**src/rtl/cpu_defs.sv**
```systemverilog
// Shared CPU definitions: fetch FSM state encoding and the canonical NOP word.
`timescale 1ns/1ps
package cpu_defs;

  typedef enum logic [1:0] {
    ST_ISSUE   = 2'd0,
    ST_WAIT    = 2'd1,
    ST_DISCARD = 2'd2
  } fetch_state_t;

  localparam logic [31:0] INSTR_NOP = 32'h0000_0013;

endpackage

```
**src/rtl/instruction_fetch.sv**
```systemverilog
// Fetch stage: PC register, single-outstanding imem request/response handshake,
// and the IF/ID output slot. Redirects reload the PC and discard stale fetches.
`timescale 1ns/1ps
module instruction_fetch
  import cpu_defs::*;
#(
  parameter logic [31:0] RESET_PC = 32'h0000_0000
) (
  input  logic        clk,
  input  logic        rst_n,
  output logic        imem_req,
  output logic [31:0] imem_addr,
  input  logic        imem_ready,
  input  logic        imem_rvalid,
  input  logic [31:0] imem_rdata,
  input  logic        redirect_valid,
  input  logic [31:0] redirect_pc,
  output logic        if_valid,
  output logic [31:0] if_instruction,
  output logic [31:0] if_pc,
  input  logic        id_ready
);

  fetch_state_t state, state_next;
  logic [31:0]  pc, pc_next, req_pc;
  logic         out_of_reset;
  logic         slot_free, accept, load_slot;

  // Issuing only into a free slot guarantees the slot is empty when data returns.
  assign slot_free = !if_valid || id_ready;
  assign imem_req  = out_of_reset && (state == ST_ISSUE) && slot_free;
  assign imem_addr = pc;
  assign accept    = imem_req && imem_ready;
  assign load_slot = (state == ST_WAIT) && imem_rvalid && !redirect_valid;

  always_comb begin
    // NOTE: every output of this block gets a default first, so no path can infer a latch.
    state_next = state;
    pc_next    = pc;
    case (state)
      ST_ISSUE: begin
        if (accept) state_next = redirect_valid ? ST_DISCARD : ST_WAIT;
      end
      ST_WAIT: begin
        if (imem_rvalid)         state_next = ST_ISSUE;
        else if (redirect_valid) state_next = ST_DISCARD;
      end
      ST_DISCARD: begin
        if (imem_rvalid) state_next = ST_ISSUE;
      end
      default: state_next = ST_ISSUE;
    endcase
    // A redirect wins over pc+4 even when a request is accepted in the same cycle.
    if (redirect_valid)  pc_next = {redirect_pc[31:2], 2'b00};
    else if (accept)     pc_next = pc + 32'd4;
  end

  always_ff @(posedge clk or negedge rst_n) begin
    // NOTE: sequential state uses non-blocking (<=) so every register samples pre-edge values.
    if (!rst_n) begin
      state        <= ST_ISSUE;
      pc           <= RESET_PC;
      req_pc       <= '0;
      out_of_reset <= 1'b0;
    end else begin
      state        <= state_next;
      pc           <= pc_next;
      out_of_reset <= 1'b1;
      if (accept) req_pc <= pc;
    end
  end

  always_ff @(posedge clk or negedge rst_n) begin
    if (!rst_n) begin
      if_valid       <= 1'b0;
      if_instruction <= INSTR_NOP;
      if_pc          <= '0;
    end else if (redirect_valid) begin
      if_valid <= 1'b0;
    end else if (load_slot) begin
      if_valid       <= 1'b1;
      if_instruction <= imem_rdata;
      if_pc          <= req_pc;
    end else if (if_valid && id_ready) begin
      if_valid <= 1'b0;
    end
  end

endmodule

```
**config.mk**
```make
export PLATFORM = sky130hd
export DESIGN_NAME = instruction_fetch
export DESIGN_NICKNAME = d
export VERILOG_FILES = /design/src/rtl/cpu_defs.sv /design/src/rtl/instruction_fetch.sv
export SDC_FILE = /design/constraint.sdc
export NUM_CORES = 1
export LEC_CHECK = 0
export ABC_AREA = 0
export ABC_CLOCK_PERIOD_IN_PS = 2400
export BUFFER_PORTS_ARGS = -buffer_cell sky130_fd_sc_hd__buf_4
export CORE_AREA = 2 2 106 108
export CTS_CLUSTER_DIAMETER = 150
export CTS_CLUSTER_SIZE = 40
export DETAILED_ROUTE_END_ITERATION = 10
export DIE_AREA = 0 0 108 110
export GPL_ROUTABILITY_DRIVEN = 0
export PLACE_DENSITY_LB_ADDON = 0.1
export SYNTH_ARGS = -nofsm -noshare
export SYNTH_HDL_FRONTEND = slang
export SYNTH_SLANG_ARGS = --single-unit
```
**constraint.sdc**
```tcl
create_clock -name clk -period 2.4 [get_ports clk]
set_input_delay 0 -clock clk [delete_from_list [all_inputs] [get_ports clk]]
set_output_delay 0 -clock clk [all_outputs]
set_load 0.05 [all_outputs]
```
==> summary.md <==
| Metric | Value |
|---|---|
| TritonCTS buffer count | 17 |
| Core Region | 0.01070 sq mm |
| CTS max path bufs | 2 |
| Drt via density | 5.060 |
| Slowest CP cell | or3b_1 |
| Cell accounting for the most synthesized area | dfrtp_1 |
| Setup Crit Path Kind | reg2reg |
| Die Span X | 108 um |
| CP arrival | 2.48 ns |
| First-pass GRT wire length | 21540 um |
| Final Core Density | 76.42% |
| MaxCap Viol Count | 0 |
| CTS tree | built |
| Fin. Hold Viols | 0 |
| Root Driver | clkbuf_8 |
| Final min period | 2.035 ns |
| Max incr delay on CP | 0.50 ns |
| Worst slew margin | 61.16% |
| Layout cells sized above 1 | 37.45% |
| Reg-to-Reg End | imem_addr[28] |
| Hold crit path type | in2async |
| Synth cell types | 44 |
| Primary FF master, synth | dfrtp_1 |
| Final global-route overflow total | 0 |
| Sw frac | 38.80% |
| Clk pwr share | 28.3% |
| Worst-path clk slew | 0.06 ns |
| Cells after Synth | 472 |
| Outcome | finished clean |
| Vias in the first global route | 4397 |
| Synth area leaders | dfrtp_1 (58%), mux2_2 (13%), nand2_1 (8.5%) |
| Peak supply drop | 0.6768 mV |
| Hold slack | 0.04343 ns |
| IO Port Bufs | 161 |
| Crit share post-route | 84.78% |
| Cell area after synthesis | 0.005353 sq mm |
| Detailed Place HPWL | 8294 um |
| Sequential Power Share | 34.9% |
| Critical R2R Launch | state[1] |
| Reg2Reg Depth | 6 |
| Antenna violations before repair | 0 |
| Worst-Skew Late Latency | 0.51 ns |
| P per Cell Area | 1065 mW/mm^2 |
| Lkg Pwr | 3.899 nW |
| CP Capture Type | flip-flop |
| Comb power frac | 36.8% |
| Clk_skew | 0.008778 ns |
| WL/cell | 15.45 um |
| Initial DRC Count | 200 |
| N_diodes | 0 |
| Setup-failing EPs final | 0 |
| Max H-tree Level | 4 |
| Number of flops mapped to enable cells by yosys | 0 |
| P_int | 5.329 mW |
| Overall die height | 110 um |
| P_sw | 3.378 mW |
| Post-CTS Setup Bufs | 0 |
| Pre-antenna DRT Iters | 4 |
| Synthesis-stage register bit count | 126 |
| IO Pins | 168 |
| Starting Density | 50.04% |
| Fmax achieved | 491.5 MHz |
| Synth top cells by count | dfrtp_1 (123), nand2_1 (121), mux2_2 (63) |
| Total GRT Usage | 23.64% |
| Site Rows | 38 |
| CP startpoint kind | flip-flop |
| Final nets | 795 |
| Most frequent cell after synthesis | dfrtp_1 |
| Via count | 4438 |
| RSZ-0062 raised after global routing | false |
| Filler cells | 737 |
| Final Max Slew Viols | 0 |
| Area Overhead vs Synth | 52.73% |
| Asr flop ratio synth | 100.0% |
| Num Clock Sinks | 126 |
| R2R setup slack | 0.37 ns |
| Worst-Margin Slew | 0.5825 ns |
| # DRC | 0 |
| Synth warn | 0 |
| Syn_area_per_cell | 11.34 sq um |
| Top-area cell type share of the netlist area | 57.50% |
| Die Area | 0.01188 sq mm |
| Cell breakdown of the critical path | or3b_1 -> nor4_2 -> buf_4 -> nand2_1 -> nor4_1 -> a211o_1 |
| Detail Route Antenna Nets | 0 |
| Req. time, crit path | 2.85 ns |
| Total negative slack | 0 ns |
| Largest net degree at the start of global routing | 65 |
| Total wire length | 13550 um |
| Crit path max fanout | 11 |
| Sequential area share after synthesis | 58.98% |
-- per-layer routing --
layer | vias to the layer above | routed length [um] | track usage [%]
li1 | 2107 | - | -
met1 | 2188 | 5716 | 30.46
met2 | 123 | 7014 | 40.07
met3 | 20 | 629 | 4.997
met4 | 0 | 187 | 8.059
met5 | - | 0 | 0
-- critical path, delay by kind of cell (launching register included) --
family | cells | cell delay, ns
and+or+nand+nor | 4 | 1.17
DFF | 1 | 0.43
buffers and inverters | 1 | 0.24
AOI/OAI and AO/OA | 1 | 0.13
-- logic make-up (layout without fill, tap and decap cells) --
family / count (synthesis) / in the layout / synth area share [%]
multiplexers: 64 / 64 / 13.44
AO/OA/AOI/OAI: 38 / 38 / 3.834
flip-flops: 126 / 126 / 58.98
other: 2 / 5 / 0.1403
AND/OR/NAND/NOR: 185 / 185 / 16.48
XOR/XNOR: 25 / 25 / 4.091
buffers and inverters: 31 / 293 / 2.805
adder cells (fa/ha/maj): 1 / 1 / 0.2337
-- registers in the layout, summed over array words and instances (netlist names) --
register / cells
if_instruction: 32
if_pc: 30
if_valid: 1
imem_addr: 30
out_of_reset: 1
req_pc: 30
state: 2
-- per-stage QoR --
stage | std cells | worst slack (ns) | power (mW) | cell area (sq um)
CTS | 877 | 0.3579 | 8.775 | 8175
floorplan | 475 | 0.3566 | 5.133 | 5364
finish | 877 | 0.3652 | 8.707 | 8175
global route | 877 | 0.1881 | 9.094 | 8175
detailed placement | 759 | 0.3820 | 6.167 | 6723
global placement | 759 | 0.4282 | 6.097 | 6723
-- worst max path at each step --
stage	cells after the start	startpoint	slack, ns	to
2_1_floorplan	5	imem_addr[10]	0.36	imem_addr[23]
3_3_place_gp	5	state[1]	0.43	imem_addr[31]
3_5_place_dp	6	state[1]	0.38	imem_addr[28]
4_1_cts	6	state[0]	0.36	imem_addr[28]
5_1_grt	6	state[0]	0.19	imem_addr[28]
6_report	6	state[1]	0.37	imem_addr[28]
-- cells in the final DEF, fill, tap and decap left out, drive strengths merged, types with 2 or more instances in the layout --
cell	n
clkbuf	19
xor2	17
inv	5
clkinvlp	4
xnor2	8
dlygate4sd3	85
or3b	2
nor2	5
nor4	5
nand3b	2
nand2	121
dfrtp	123
nand2b	2
buf	172
nor2b	3
nand3	12
and4	3
nor3	3
clkinv	6
mux2	63
and3	6
dfstp	3
conb	5
or4	2
nand4	15
o21ai	32
bufinv	2
-- what timing repair did --
item,in CTS,in global routing
hold buffers,86,0
hold endpoints to repair,191,0
resized for setup,0,0
-- power by group through the flow --
| stage | registers (mW) | clock network [mW] | logic [mW] |
|---|---|---|---|
| finish | 3.04 | 2.46 | 3.20 |
| global route | 3.11 | 2.63 | 3.35 |
| CTS | 3.04 | 2.52 | 3.22 |
| detailed placement | 3.07 | 0 | 3.10 |
| global placement | 3.03 | 0 | 3.07 |
| floorplan | 4.54 | 0 | 0.596 |
-- final cells by class --
class	instances	area (sq um)	area share [%]
inverters	4	15.01	0.1837
clock inverters	13	140.1	1.714
multi-input cells	318	2063	25.24
repair buffers	257	2183	26.71
well taps	140	175.2	2.143
flip-flops and latches	126	3157	38.61
clock buffers	19	441.7	5.403
Power figures use the tool's default switching activity.
